### src/rtl/state_dump_unit.sv
`default_nettype none
// ============================================================================
// Module   : state_dump_unit
// Brief    : Cycle counter and halt detector for the pipelined CPU. On a halt
//            condition or a one-shot request it freezes the CPU and streams a
//            register-file + data-memory snapshot over a valid/ready port.
// Revision : 1.0 - initial release
// ============================================================================
module state_dump_unit #(
    parameter int          DATA_W    = 32,
    parameter int          REG_CNT   = 32,
    parameter int          MEM_WORDS = 32,
    parameter logic [31:0] MEM_BASE  = 32'h0,
    parameter int          CYC_W     = 32
) (
    input  logic              clk_i,
    input  logic              rst_i,
    input  logic [31:0]       pc_i,
    input  logic              halt_en_i,
    input  logic [31:0]       halt_pc_i,
    input  logic [CYC_W-1:0]  max_cycles_i,
    input  logic              dump_req_i,
    output logic [4:0]        reg_rd_addr_o,
    input  logic [DATA_W-1:0] reg_rd_data_i,
    output logic [31:0]       mem_rd_addr_o,
    input  logic [DATA_W-1:0] mem_rd_data_i,
    output logic              cpu_stall_o,
    output logic              out_valid_o,
    input  logic              out_ready_i,
    output logic              out_sel_o,
    output logic [7:0]        out_idx_o,
    output logic [DATA_W-1:0] out_data_o,
    output logic [CYC_W-1:0]  out_cycle_o,
    output logic [CYC_W-1:0]  cycle_cnt_o,
    output logic              halted_o
);

    typedef enum logic [2:0] {
        S_RUN      = 3'd0,
        S_DUMP_REG = 3'd1,
        S_DUMP_MEM = 3'd2,
        S_DRAIN    = 3'd3,
        S_HALT     = 3'd4
    } state_t;

    localparam logic [7:0] c_REG_LAST = 8'(REG_CNT - 1);
    localparam logic [7:0] c_MEM_LAST = 8'(MEM_WORDS - 1);

    state_t              r_state;
    state_t              w_state_nxt;
    logic [7:0]          r_idx;
    logic                r_final;
    logic                r_valid;
    logic                r_sel;
    logic [7:0]          r_out_idx;
    logic [DATA_W-1:0]   r_data;
    logic [CYC_W-1:0]    r_out_cycle;
    logic [CYC_W-1:0]    r_cnt;
    logic                r_stall;
    logic                r_halted;

    logic [CYC_W-1:0]    w_cnt_inc;
    logic [CYC_W-1:0]    w_cnt_sat;
    logic                w_trig_halt;
    logic                w_start;
    logic                w_load;
    logic                w_last;
    logic [DATA_W-1:0]   w_load_data;

    // Unsaturated +1 is used for the limit compare; the counter itself saturates.
    assign w_cnt_inc   = r_cnt + 1'b1;
    assign w_cnt_sat   = (&r_cnt) ? r_cnt : w_cnt_inc;
    assign w_trig_halt = (halt_en_i && (pc_i == halt_pc_i)) ||
                         ((max_cycles_i != '0) && (w_cnt_inc == max_cycles_i));
    assign w_load_data = (r_state == S_DUMP_REG) ? reg_rd_data_i : mem_rd_data_i;

    // Debug read ports only address the target array while it is being dumped.
    assign reg_rd_addr_o = (r_state == S_DUMP_REG) ? r_idx[4:0] : 5'd0;
    assign mem_rd_addr_o = (r_state == S_DUMP_MEM) ? (MEM_BASE + {22'd0, r_idx, 2'b00}) : 32'd0;

    assign cpu_stall_o = r_stall;
    assign out_valid_o = r_valid;
    assign out_sel_o   = r_sel;
    assign out_idx_o   = r_out_idx;
    assign out_data_o  = r_data;
    assign out_cycle_o = r_out_cycle;
    assign cycle_cnt_o = r_cnt;
    assign halted_o    = r_halted;

    // State register.
    always_ff @(posedge clk_i or posedge rst_i) begin
        if (rst_i) r_state <= S_RUN;
        else       r_state <= w_state_nxt;
    end

    // Next-state decode; a new entry loads whenever the output slot is free or being taken.
    always_comb begin
        w_state_nxt = r_state;
        w_start     = 1'b0;
        w_load      = 1'b0;
        w_last      = 1'b0;
        case (r_state)
            S_RUN: begin
                if (w_trig_halt || dump_req_i) begin
                    w_start     = 1'b1;
                    w_state_nxt = S_DUMP_REG;
                end
            end
            S_DUMP_REG: begin
                if (!r_valid || out_ready_i) begin
                    w_load = 1'b1;
                    if (r_idx == c_REG_LAST) begin
                        w_last      = 1'b1;
                        w_state_nxt = (MEM_WORDS == 0) ? S_DRAIN : S_DUMP_MEM;
                    end
                end
            end
            S_DUMP_MEM: begin
                if (!r_valid || out_ready_i) begin
                    w_load = 1'b1;
                    if (r_idx == c_MEM_LAST) begin
                        w_last      = 1'b1;
                        w_state_nxt = S_DRAIN;
                    end
                end
            end
            S_DRAIN: begin
                // Leave only once the final entry has been taken and valid has dropped.
                if (!r_valid) w_state_nxt = r_final ? S_HALT : S_RUN;
            end
            S_HALT: begin
                w_state_nxt = S_HALT;
            end
            default: begin
                w_state_nxt = S_RUN;
            end
        endcase
    end

    // Counter, snapshot capture, output register and registered status flags.
    always_ff @(posedge clk_i or posedge rst_i) begin
        if (rst_i) begin
            r_cnt       <= '0;
            r_out_cycle <= '0;
            r_final     <= 1'b0;
            r_idx       <= 8'd0;
            r_valid     <= 1'b0;
            r_sel       <= 1'b0;
            r_out_idx   <= 8'd0;
            r_data      <= '0;
            r_stall     <= 1'b0;
            r_halted    <= 1'b0;
        end else begin
            if (r_state == S_RUN) r_cnt <= w_cnt_sat;
            if (w_start) begin
                r_out_cycle <= w_cnt_sat;
                r_final     <= w_trig_halt;
                r_idx       <= 8'd0;
            end
            if (w_load) begin
                r_valid   <= 1'b1;
                r_sel     <= (r_state == S_DUMP_MEM);
                r_out_idx <= r_idx;
                r_data    <= w_load_data;
                r_idx     <= w_last ? 8'd0 : (r_idx + 8'd1);
            end else if ((r_state == S_DRAIN) && r_valid && out_ready_i) begin
                r_valid <= 1'b0;
            end
            r_stall  <= (w_state_nxt != S_RUN);
            r_halted <= (w_state_nxt == S_HALT);
        end
    end

endmodule
`default_nettype wire

### config.mk
export PLATFORM = sky130hd
export DESIGN_NAME = state_dump_unit
export DESIGN_NICKNAME = d
export VERILOG_FILES = /design/src/rtl/state_dump_unit.sv
export SDC_FILE = /design/constraint.sdc
export NUM_CORES = 1
export LEC_CHECK = 0
export ABC_AREA = 1
export BUFFER_PORTS_ARGS = -buffer_cell sky130_fd_sc_hd__clkbuf_2
export CAP_MARGIN = 20
export CORE_MARGIN = 3
export CORE_UTILIZATION = 45
export DETAILED_ROUTE_END_ITERATION = 7
export GPL_ROUTABILITY_DRIVEN = 1
export PLACE_DENSITY_LB_ADDON = 0.1
export SYNTH_ARGS = -nofsm -noshare
export SYNTH_HDL_FRONTEND = slang
export SYNTH_SLANG_ARGS = --single-unit
### constraint.sdc
create_clock -name clk_i -period 3.3 [get_ports clk_i]
set_input_delay 0.33 -clock clk_i [delete_from_list [all_inputs] [get_ports clk_i]]
set_output_delay 0.33 -clock clk_i [all_outputs]
set_load 0.05 [all_outputs]
[Yosys cells after proc, flatten, opt, wreduce, memory -nomap -nowiden]
Cells that the tools add are included.
Widths: inputs -> output; s select.
Word-level totals
  bits of input ports: 165
  flip-flop bits (word level): 120
  word-level logic and storage cells: 60
  output and inout bits: 145
Cells by class
  add/sub/neg operators: 2
  eq/ne operators: 8
  multiplexer cells: 24
  reductions and logical operators: 15
Operators by type and width (number)
  $eq 32x32->1: 2
  $mux 32: 2
  $add 32x1->32 const B: 1
  $reduce_and 32->1: 1
  $reduce_bool 32->1: 1
  $mux 8: 3
  $mux 3: 7
  $pmux 3 s5: 1
  $mux 10: 1
  $mux 1: 9
  $add 8x1->8 const B: 1
  $eq 8x5->1 const B: 1
  $eq 3x2->1 const B: 2
  $eq 3x3->1 const B: 2
  $mux 5: 1
  $logic_and 1x1->1: 4
  $reduce_bool 2->1: 2
  $eq 3x1->1 const B: 1
  $logic_not 3->1: 1
  $logic_or 1x1->1: 3
  $reduce_bool 3->1: 1
  $reduce_or 2->1: 1
  $logic_not 1->1: 1

[Logic depth before layout (Yosys ltp)]
Gate-level depths: netlist of the first run.
  word-level depth: 9
  depth in mapped cells: 19
  mapped depth without buffers: 18

[Worst setup path after synthesis of the first run]
OpenSTA, ideal clock, no wires.
  path kind: register -> register
  start point: register r_cnt[0], in the netlist cycle_cnt_o[0]
  end point: register r_out_cycle[1], in the netlist out_cycle_o[1]
  clock period less this slack: 2.733 ns
  data required time: 3.176 ns
  library setup time: 0.124 ns
  cell stages (with the launch flop): 20
  buffers on the path: 1
  path slack: 0.567 ns
  arrival: 2.610 ns
  cell sequence: dfrtp_1 > ha_1 > nand2_2 > nor2_8 > nand2_4 > nor2_4 > nand2_1 > nand2_1 > nand2_1 > nand2_1 > nand2_1 > nor2_1 > nand2_1 > nor2_1 > nand3_2 > nand3_4 > nand2_4 > buf_6 > nand2_2 > o21ai_2
Between the ends
  cells in the longest elaborated chain, start to end: 7
  elaborated cells between the ends (all ways): 9
  those cells by class: add/sub (1); eq/ne (1); mux (3); reduce/logical (4)
Ends and longest elaborated chain
  start: declaration: RTL line 58  | logic [CYC_W-1:0] r_cnt;
  start signal: assignment: RTL line 154  | if (r_state == S_RUN) r_cnt <= w_cnt_sat;
  $add 32x1->32: RTL line 71  | assign w_cnt_inc = r_cnt + 1'b1;
  $eq 32x32->1: RTL line 74  | ((max_cycles_i != '0) && (w_cnt_inc == max_cycles_i));
  $logic_and 1x1->1: RTL line 74
  $logic_or 1x1->1: RTL line 73  | assign w_trig_halt = (halt_en_i && (pc_i == halt_pc_i)) ||
  $logic_or 1x1->1: RTL line 104  | if (w_trig_halt || dump_req_i) begin
  $mux 1: RTL line 104
  $mux 1: RTL line 102  | case (r_state)
  end signal: assignment: RTL line 156  | r_out_cycle <= w_cnt_sat;
  end: declaration: RTL line 57  | logic [CYC_W-1:0] r_out_cycle;
Several ways; a longest one is shown, not always the timed one.
A chain may end at the register's enable or synchronous reset.

[Worst setup path in the final report of the first run]
  start point: register r_cnt[0], in the netlist cycle_cnt_o[0]
  end point: register r_out_cycle[18], in the netlist out_cycle_o[18]
Same word-level chain as after synthesis.

==> results by group, run 1 <==
Status
  – Status: complete, no violations

Logic synthesis
  – Synth Area per Inst: 6.95 µm²
  – Synth Area in Adders: 0.322%
  – Seq cells post-synth: 120
  – Ys flop type: dfrtp_1
  – EDFF count, synth: 0
  – Syn Inst Count: 1118
  – Xor/xnor share of the synthesized area: 2.77%
  – Mux contribution to synthesized area: 0.129%
  – Post-synthesis async set-or-reset flop share: 100%
  – Yosys cell types: 45
  – Mapped Area: 7770 µm²
  – Area share of and/or/nand/nor cells after synthesis: 39.2%
  – Sequential area share after synthesis: 38.6%
  – Largest family of logic cells by synthesized area: simple AND/OR/NAND/NOR gates
  – YS warnings: 0
  – Synth Area in Compound Gates: 9.08%

Drt
  – Drt pass-1 iters: 6
  – Vias/cell: 4.91
  – DRC: 0
  – Vias: 7995
  – Wirelength, routed: 24.3 mm
  – DRT antenna net count: 0
  – Avg WL per Cell: 15.0 µm
  – DRT iter0 DRCs: 458

Timing
  – # setup viols final: 0
  – Fmax: 0.327 GHz
  – Unrepaired setup endpoints after global routing: no
  – Final hold vios: 0
  – Worst-margin pin slew: 0.939 ns
  – Total Neg Setup Slack: 0 ns
  – Final worst-path cycle share: 92.6%
  – Min Clock Period, post-route: 3.06 ns
  – Slew HR: 37.3%
  – Worst Skew: 0.00900 ns
  – Max-slew violation count: 0

GRT
  – Pin count of the biggest net entering global routing: 121
  – Total grt overflow: 0
  – Number of global-route vias before repair: 7346
  – Antenna violations before repair: 0
  – First-pass GRT wire length: 36.7 mm
  – GRT Total Usage: 24.9%

Floorplan
  – Placeable Area: 16800 µm²
  – Total Die Area: 18900 µm²
  – Cell Rows: 47
  – Initial Utilization: 46.4%
  – I/O Pins: 310
  – Chip width: 137 µm
  – Die H: 137 µm

Setup path
  – CP Capture Type: flop
  – Crit path required time: 3.60 ns
  – Crit-path max cell delay: 0.48 ns
  – CP top delay family: simple AND/OR/NAND/NOR gates
  – Worst-path cell chain: ha_1 > nand2_2 > nor2_8 > nand2_2 > nor2_1 > nand2_1 > nand2_1 > nand2_1 > nand2_1 > nand2_1 > nor2_1 > nand2_1 > nor2_1 > nand3_2 > nand3_4 > nand2_4 > buf_12 > nand2_2 > o21ai_2
  – Critical path's most frequent cell: nand2_1
  – CP Class: flop to flop
  – Critical path depth: 19
  – Worst reg2reg path depth: 19
  – Buf/Inv on CP: 1
  – Critical Path Fanout Max: 60
  – Startpoint type of the worst setup path: flop
  – Worst path slowest cell: dfrtp_1
  – Crit path arrival time: 3.35 ns

Clock tree
  – Post-cts sizing count: 0
  – Setup Fix Bufs, Post-CTS: 0
  – # clock sinks: 120
  – Htree depth: 4
  – Total CTS buffers: 17
  – CTS tree: yes
  – Hold-fix buffers, CTS: 0
  – Clk pin slew, worst setup/hold paths: 0.06 ns
  – Clk_lat worst skew: 0.42 ns
  – Clk buf depth: 2
  – CTS Root Cell: clkbuf_16

Finish
  – Fillcell total: 1651
  – Area delta synth->final: 27.7%
  – ANT cells: 0
  – Layout cell share with drive strength beyond 1: 28.6%
  – Nets: 1562

Run
  – Max_cap viols: 0

Pwr
  – Leakage: 5.35 nW
  – Peak supply drop: 506 µV
  – Overall power: 7.15 mW
  – PwrDens: 721 nW/µm²

Placed design
  – Hpwl dp: 19.0 mm
  – Final GP Congestion: 0.961
  – PortBufs: 285

Min path
  – HP Class: primary input to async pin
[cells by family after synthesis]
group                      after synthesis
muxes                                    1
AOI/OAI and AO/OA                      115
DFF                                    120
buffers and inverters                  166
and+or+nand+nor                        691
other                                    1
adders and majority gates                2
xor gates and xnor gates                22
[through the flow]
step	setup slack (ns)	utilization, %	cells	hold slack [ns]	instance area [µm²]
finish	0.245	59.2	1628	0.0927	9930
global route	0.0517	59.2	1628	0.143	9930
CTS	0.230	59.2	1628	0.116	9930
detailed placement	0.249	55.5	1596	0.461	9300
global placement	0.282	55.5	1596	0.456	9300
floorplan	0.567	-	1141	0.442	7860
[metal layers]
| metal | track usage [%] | vias up | part of all wire (%) |
|---|---|---|---|
| li1 | - | 4075 | - |
| met1 | 31.1 | 3566 | 41 |
| met2 | 41.6 | 305 | 48 |
| met3 | 5.77 | 49 | 7.7 |
| met4 | 10.1 | 0 | 3.2 |
| met5 | 0 | - | 0 |
[worst paths after layout]
| check | startpoint | slack (ns) | end |
|---|---|---|---|
| max | cycle_cnt_o[0] | 0.24 | out_cycle_o[18] |
| max in group asynchronous | rst_i | 2.73 | out_cycle_o[5] |
| max reg2reg | cycle_cnt_o[0] | 0.24 | out_cycle_o[18] |
| min | rst_i | 0.09 | out_idx_o[0] |
| min in group clk_i | mem_rd_data_i[31] | 0.14 | out_data_o[31] |
| min reg2reg | out_cycle_o[9] | 0.47 | out_cycle_o[9] |
[cell usage after synthesis (all sizes together), types with 4 or more instances]
cell,instances,area (µm²)
nand2,396,1570
nor2,153,657
dfrtp,120,3000
inv,106,398
nand3,100,553
o21ai,67,399
buf,39,288
a31oi,32,200
clkbuf,19,72.6
xor2,15,131
nand3b,13,97.6
nor3,11,55.1
nand4,8,50.1
or2,7,43.8
a21oi,6,30.0
xnor2,6,60.1
o22ai,4,25.0
[power by group]
group	internal, mW	switching, mW
combinational	0.755	2.41
sequential	1.80	0.219
clock	1.23	0.747
[worst min-delay path: stages]
cell and delay, ns:
clkbuf_2 0.10, clkinvlp_4 0.07, buf_12 0.49
[sequential cells by signal (all words and copies together), names as in the netlist]
| register | count |
|---|---|
| halted_o | 1 |
| cycle_cnt_o | 32 |
| out_sel_o | 1 |
| cpu_stall_o | 1 |
| out_idx_o | 8 |
| out_data_o | 32 |
| r_idx | 8 |
| out_cycle_o | 32 |
| out_valid_o | 1 |
| r_state | 3 |
| r_final | 1 |
[layout make-up]
cell class              count  area [µm²]  area share (%)
multi-input cells         855        4110            41.4
flip-flops and latches    120        3000            30.2
repair buffers            293        1510            15.2
clock buffers              18         439            4.42
inverters                 108         409            4.12
well taps                 220         275            2.77
clock inverters            14         184            1.85
[cells in the final DEF, fill, tap and decap left out, drive strengths merged, types with 2 or more instances in the layout]
cell type / n
a21oi: 6
nor2: 153
nand3b: 13
dfrtp: 120
nand2: 396
conb: 24
xnor2: 6
nand3: 100
buf: 8
clkinvlp: 2
nand4: 8
or2: 7
clkinv: 5
ha: 2
inv: 112
clkbuf: 303
o21ai: 67
o22ai: 4
nor3: 11
a31oi: 32
nor4: 2
bufinv: 3
xor2: 15
Power figures use the tool's default switching activity.
==> run 2, diff against run 1 <==
--- a/config.mk
+++ b/config.mk
@@ -6,11 +6,11 @@
 export NUM_CORES = 1
 export LEC_CHECK = 0
 export ABC_AREA = 1
-export BUFFER_PORTS_ARGS = -buffer_cell sky130_fd_sc_hd__clkbuf_2
 export CAP_MARGIN = 20
-export CORE_MARGIN = 3
-export CORE_UTILIZATION = 45
+export CORE_MARGIN = 4
+export CORE_UTILIZATION = 54
 export DETAILED_ROUTE_END_ITERATION = 7
+export DONT_BUFFER_PORTS = 1
 export GPL_ROUTABILITY_DRIVEN = 1
 export PLACE_DENSITY_LB_ADDON = 0.1
 export SYNTH_ARGS = -nofsm -noshare
==> results by group, run 2 (synthesis gave the netlist of run 1 again) <==
Setup path
  – Reg2reg start: cycle_cnt_o[0]
  – R2R Setup Slk: 0.34 ns (+0.10 ns)
  – CP Class: flop to flop
  – Startpoint type of the worst setup path: flop
  – Crit path arrival time: 3.25 ns (-0.10 ns)
  – Critical Path Fanout Max: 45 (-25%)
  – CP Capture Type: flop
  – R2r endpoint: out_cycle_o[16]
  – Worst reg2reg path depth: 19 (unchanged)
  – Crit path required time: 3.59 ns (about the same)

Drt
  – Top Layer Used: met4
  – Vias: 7244 (-9.4%)
  – Avg WL per Cell: 17.8 µm (+19%)
  – Wirelength, routed: 24.0 mm (-1.5%)
  – WL met3: 2.24 mm (+20%)
  – Drt pass-1 iters: 5 (-1)
  – Metal1 wirelength: 9.29 mm (-6.4%)
  – DRT iter0 DRCs: 506 (+10%)
  – Met2 WL: 12.0 mm (+1.9%)
  – DRT antenna net count: 0 (unchanged)
  – DRC: 0 (unchanged)
  – Vias/cell: 5.37 (+9.4%)

GRT
  – First-pass GRT wire length: 36.3 mm (-1.1%)
  – GRT Total Usage: 28.5% (+3.5 points)
  – Number of global-route vias before repair: 6806 (-7.4%)
  – Pin count of the biggest net entering global routing: 121 (unchanged)
  – Antenna violations before repair: 0 (unchanged)
  – Total grt overflow: 0 (unchanged)

Finish
  – Nets: 1323 (-15%)
  – Commonest cells after routing, fill and taps aside: nand2_1 (370), nor2_1 (140), dfrtp_1 (120)
  – Fin area: 8780 µm² (-12%)
  – Fillcell total: 1339 (-19%)
  – Layout cell share with drive strength beyond 1: 13.7% (-15 points)
  – Area delta synth->final: 13.0%
  – Most common cell after layout, fill and taps aside: nand2_1
  – ANT cells: 0 (unchanged)

Floorplan
  – I/O Pins: 310 (unchanged)
  – Chip width: 128 µm (-6.9%)
  – Placeable Area: 14000 µm² (-17%)
  – Total Die Area: 16400 µm² (-13%)
  – Die H: 128 µm (-6.9%)
  – Cell Rows: 43 (-8.5%)
  – Initial Utilization: 55.6% (+9.2 points)

Run
  – Max_cap viols: 0 (unchanged)

Status
  – Status: complete, no violations

Clock tree
  – Clk buf depth: 2 (unchanged)
  – CTS Root Cell: clkbuf_16
  – CTS tree: yes
  – Total CTS buffers: 17 (unchanged)
  – Setup Fix Bufs, Post-CTS: 0 (unchanged)
  – # clock sinks: 120 (unchanged)
  – Htree depth: 4 (unchanged)
  – Clk_lat worst skew: 0.41 ns (about the same)
  – Clk pin slew, worst setup/hold paths: 0.06 ns (about the same)
  – Hold-fix buffers, CTS: 1 (+1)
  – Post-cts sizing count: 0 (unchanged)

Pwr
  – Peak supply drop: 455 µV (-10%)
  – Leakage: 4.36 nW (-18%)
  – PwrDens: 773 nW/µm² (+7.3%)

Min path
  – WHS Path Cells: 2
  – Hold worst-path end: out_data_o[19]
  – HP Start: mem_rd_data_i[19]
  – HP Class: primary input to flop

Placed design
  – Placement-stage cell area: 8170 µm² (-12%)
  – Hpwl dp: 18.8 mm (-1.1%)
  – PortBufs: 0 (-100%)
  – Final GP Congestion: 0.941 (-2.2%)
  – Worst slack, placed: 0.332 ns (+0.0836 ns)

Timing
  – Total Neg Setup Slack: 0 ns (unchanged)
  – Final worst-path cycle share: 89.7% (-2.9 points)
  – Slew HR: 38.8% (+1.4 points)
  – Worst Skew: 0.00580 ns (-0.00320 ns)
  – Min Clock Period, post-route: 2.96 ns (-0.0960 ns)
  – Worst-margin pin slew: 0.918 ns (-0.0213 ns)
  – Final hold vios: 0 (unchanged)
  – Unrepaired setup endpoints after global routing: no
  – # setup viols final: 0 (unchanged)
  – Final WS setup: 0.341 ns (+0.0960 ns)
  – Max-slew violation count: 0 (unchanged)
  – Fmax: 0.338 GHz (+3.2%)
  – WHS: 0.0679 ns (-0.0247 ns)
run 2: layout make-up:
type,count,area (µm²),share of cell area (%)
Clock buffer,21,460,5.24
Clock inverter,10,144,1.64
Inverter,108,409,4.66
Multi-Input combinational cell,855,4110,46.8
Sequential cell,120,3000,34.2
Tap cell,180,225,2.57
Timing Repair Buffer,54,433,4.93
run 2: how the worst max path moves through the flow:
| stage | from | end | slack (ns) | cells past startpoint |
|---|---|---|---|---|
| floorplan | cycle_cnt_o[0] | out_cycle_o[1] | 0.57 | 19 |
| global placement | cycle_cnt_o[0] | r_idx[5] | 0.37 | 19 |
| detailed placement | cycle_cnt_o[0] | out_cycle_o[16] | 0.33 | 19 |
| CTS | cycle_cnt_o[0] | r_idx[6] | 0.32 | 19 |
| global route | cycle_cnt_o[0] | r_idx[6] | 0.05 | 19 |
| finish | cycle_cnt_o[0] | out_cycle_o[16] | 0.34 | 19 |
run 2: metrics by stage:
step	instances	utilization, %	total power, mW
final	1348	62.8	6.79
after global routing	1348	62.8	7.16
after CTS	1348	62.8	6.83
after detailed placement	1316	58.4	4.90
after global placement	1316	58.4	4.87
after floorplan	1141	-	4.48
run 2: report_power, final:
part / leakage (nW) / internal, mW / switching, mW / total (mW)
Combinational: 2.52 / 0.555 / 1.38 / 1.93
Sequential: 1.56 / 1.78 / 1.16 / 2.94
Clock: 0.286 / 1.23 / 0.685 / 1.91
Total: 4.36 / 3.56 / 3.22 / 6.79
run 2: critical path: stages, from the launching register on:
cell     delay [ns]
dfrtp_1        0.39
ha_1           0.21
nand2_2        0.11
nor2_8         0.19
nand2_2        0.10
nor2_1         0.27
nand2_1        0.09
nand2_1        0.09
nand2_1        0.07
nand2_1        0.08
nand2_1        0.05
nor2_1         0.10
nand2_1        0.06
nor2_1         0.12
nand3_2        0.11
nand3_4        0.18
nand2_4        0.18
buf_12         0.24
nand2_2        0.09
o21ai_2        0.06
run 2: layer usage:
metal	track usage, %	vias up
met4	8.36	0
li1	-	3608
met1	34.4	3336
met5	0	-
met3	9.00	29
met2	48.7	271
==> run 3, diff against run 2 <==
--- a/config.mk
+++ b/config.mk
@@ -12,7 +12,7 @@
 export DETAILED_ROUTE_END_ITERATION = 7
 export DONT_BUFFER_PORTS = 1
 export GPL_ROUTABILITY_DRIVEN = 1
-export PLACE_DENSITY_LB_ADDON = 0.1
+export PLACE_DENSITY = 0.84
 export SYNTH_ARGS = -nofsm -noshare
 export SYNTH_HDL_FRONTEND = slang
 export SYNTH_SLANG_ARGS = --single-unit
==> results by group, run 3 (synthesis gave the netlist of run 1 again) <==
Status
  – Status: finished with violations
  – Failing checks: hold timing

Floorplan
  – Cell Rows: 43 (unchanged)
  – Initial Utilization: 55.6% (unchanged)
  – Total Die Area: 16400 µm² (unchanged)
  – I/O Pins: 310 (unchanged)
  – Die H: 128 µm (unchanged)
  – Placeable Area: 14000 µm² (unchanged)
  – Chip width: 128 µm (unchanged)

Setup path
  – Crit-path max cell delay: 0.42 ns (+0.03 ns)
  – Crit path arrival time: 3.31 ns (+0.06 ns)
  – CP Capture Type: flop
  – Startpoint type of the worst setup path: flop
  – Critical Path Fanout Max: 35 (-22%)
  – R2R Setup Slk: 0.29 ns (-0.05 ns)
  – Reg2reg start: cycle_cnt_o[0]
  – Worst reg2reg path depth: 19 (unchanged)
  – CP Capture Point: out_cycle_o[11]
  – R2r endpoint: out_cycle_o[11]
  – CP Class: flop to flop
  – Worst-path cell chain: ha_1 > nand2_2 > nor2_8 > nand2_2 > nor2_1 > nand2_1 > nand2_1 > nand2_1 > nand2_1 > nand2_1 > nor2_1 > nand2_1 > nor2_1 > nand3_2 > nand3_4 > nand2_8 > buf_12 > nand2_2 > o21ai_2
  – Critical path's most frequent cell: nand2_1
  – Worst path slowest cell: dfrtp_1
  – Crit path required time: 3.60 ns (about the same)
  – Critical path origin: cycle_cnt_o[0]

Pwr
  – Leakage: 4.38 nW (+0.36%)
  – PwrDens: 794 nW/µm² (+2.7%)
  – Overall power: 7.00 mW (+3.2%)
  – Peak supply drop: 526 µV (+16%)

Placed design
  – Hpwl dp: 19.0 mm (+0.93%)
  – Final GP Congestion: 0.989 (+5.2%)
  – Cells after DPL: 1314 (-0.15%)
  – PortBufs: 0 (unchanged)

Drt
  – DRT antenna net count: 0 (unchanged)
  – DRT iter0 DRCs: 458 (-9.5%)
  – DRC: 0 (unchanged)
  – Vias: 7419 (+2.4%)
  – Drt pass-1 iters: 5 (unchanged)
  – Vias/cell: 5.51 (+2.6%)
  – Wirelength, routed: 24.2 mm (+0.93%)
  – Avg WL per Cell: 18.0 µm (+1.1%)

Clock tree
  – Hold-fix buffers, CTS: 0 (-1)
  – Clk buf depth: 2 (unchanged)
  – Clk pin slew, worst setup/hold paths: 0.06 ns (about the same)
  – CTS tree: yes
  – CTS Root Cell: clkbuf_16
  – Clk_lat worst skew: 0.42 ns (about the same)
  – Total CTS buffers: 17 (unchanged)
  – Htree depth: 4 (unchanged)
  – # clock sinks: 120 (unchanged)

Timing
  – Unrepaired setup endpoints after global routing: no
  – Min Clock Period, post-route: 3.01 ns (+0.0493 ns)
  – Max-slew violation count: 0 (unchanged)
  – Worst-margin pin slew: 0.961 ns (+0.0438 ns)
  – WHS: -0.0408 ns (-0.109 ns)
  – Fmax: 0.332 GHz (-1.6%)
  – Final hold vios: 46 (+46)
  – Final worst-path cycle share: 91.2% (+1.5 points)
  – Slew HR: 35.8% (-2.9 points)
  – # setup viols final: 0 (unchanged)
  – Total Neg Setup Slack: 0 ns (unchanged)
  – Worst Skew: 0.00934 ns (+0.00354 ns)

GRT
  – Number of global-route vias before repair: 7036 (+3.4%)
  – Antenna violations before repair: 0 (unchanged)
  – Pin count of the biggest net entering global routing: 121 (unchanged)
  – First-pass GRT wire length: 36.9 mm (+1.6%)
  – GRT Total Usage: 28.8% (+0.38 points)
  – Total grt overflow: 0 (unchanged)

Finish
  – ANT cells: 0 (unchanged)
  – Fin cells: 1346 (-0.15%)
  – Layout cell share with drive strength beyond 1: 13.8% (+0.11 points)
  – Most common cell after layout, fill and taps aside: nand2_1
  – Fillcell total: 1226 (-8.4%)
  – Nets: 1320 (-0.23%)
  – Commonest cells after routing, fill and taps aside: nand2_1 (370), nor2_1 (140), dfrtp_1 (120)
  – Area delta synth->final: 13.5%

Run
  – Max_cap viols: 0 (unchanged)

Min path
  – HP Class: primary input to async pin
## run 3: cell count changes in the layout (fill, tap and decap cells not counted)
| cell | before | now |
|---|---|---|
| inv_6 | 2 | 6 |
| buf_4 | 51 | 49 |
| clkinvlp_4 | 4 | 1 |
| nand2_8 | 0 | 1 |
| clkbuf_8 | 2 | 0 |
| dlygate4sd3_1 | 1 | 0 |
| bufinv_16 | 3 | 5 |
| nand2_4 | 4 | 3 |
| clkinv_4 | 1 | 4 |
| clkinv_2 | 1 | 0 |
| clkbuf_1 | 2 | 0 |
## run 3: worst min path at each step
stage | from | endpoint | depth (start not counted) | slack (ns)
6_report | rst_i | cpu_stall_o | 2 | -0.04
5_1_grt | rst_i | cpu_stall_o | 2 | 0.03
4_1_cts | rst_i | halted_o | 2 | 0.005
3_5_place_dp | rst_i | halted_o | 2 | 0.45
3_3_place_gp | rst_i | out_cycle_o[28] | 2 | 0.44
2_1_floorplan | r_final | r_final | 2 | 0.44
## run 3: final cells by class
cell class	count	area, µm²	area share, %
repair buffers	51	408	4.62
well taps	180	225	2.55
clock inverters	15	238	2.69
clock buffers	17	425	4.82
flip-flops and latches	120	3000	34.0
multi-input cells	855	4110	46.6
inverters	108	409	4.64
## run 3: what timing repair did
action	in CTS	in global routing
buffers inserted	0	0
resized for setup	0	1
hold endpoints to repair	0	0
endpoints found under the setup margin	0	18
## run 3: per-stage QoR
stage	util, %	hold WS, ns	setup WS [ns]	instance area (µm²)
floorplan	-	0.442	0.567	7860
global placement	58.3	0.442	0.312	8150
detailed placement	58.3	0.452	0.276	8150
CTS	63.0	0.00461	0.243	8810
global route	63.1	0.0342	0.0135	8820
finish	63.1	-0.0408	0.291	8820
## run 3: where the power goes
| part | switching, mW | internal, mW | total [mW] |
|---|---|---|---|
| clock | 0.725 | 1.36 | 2.08 |
| sequential | 1.16 | 1.78 | 2.94 |
| combinational | 1.41 | 0.572 | 1.98 |
## run 3: critical path, delay by kind of cell, from the launching register on
kind,cells,cell delay (ns)
flip-flops,1,0.42
buffers and inverters,1,0.24
AO/OA/AOI/OAI,1,0.06
adder cells (fa/ha/maj),1,0.23
AND/OR/NAND/NOR,16,1.89
## run 3: metal layers
layer | vias up | GRT usage (%) | routed length [µm]
met5 | - | 0 | 0
met4 | 0 | 11.7 | 794
met3 | 63 | 9.79 | 2410
met2 | 337 | 48.2 | 11800
met1 | 3429 | 34.1 | 9170
li1 | 3590 | - | -
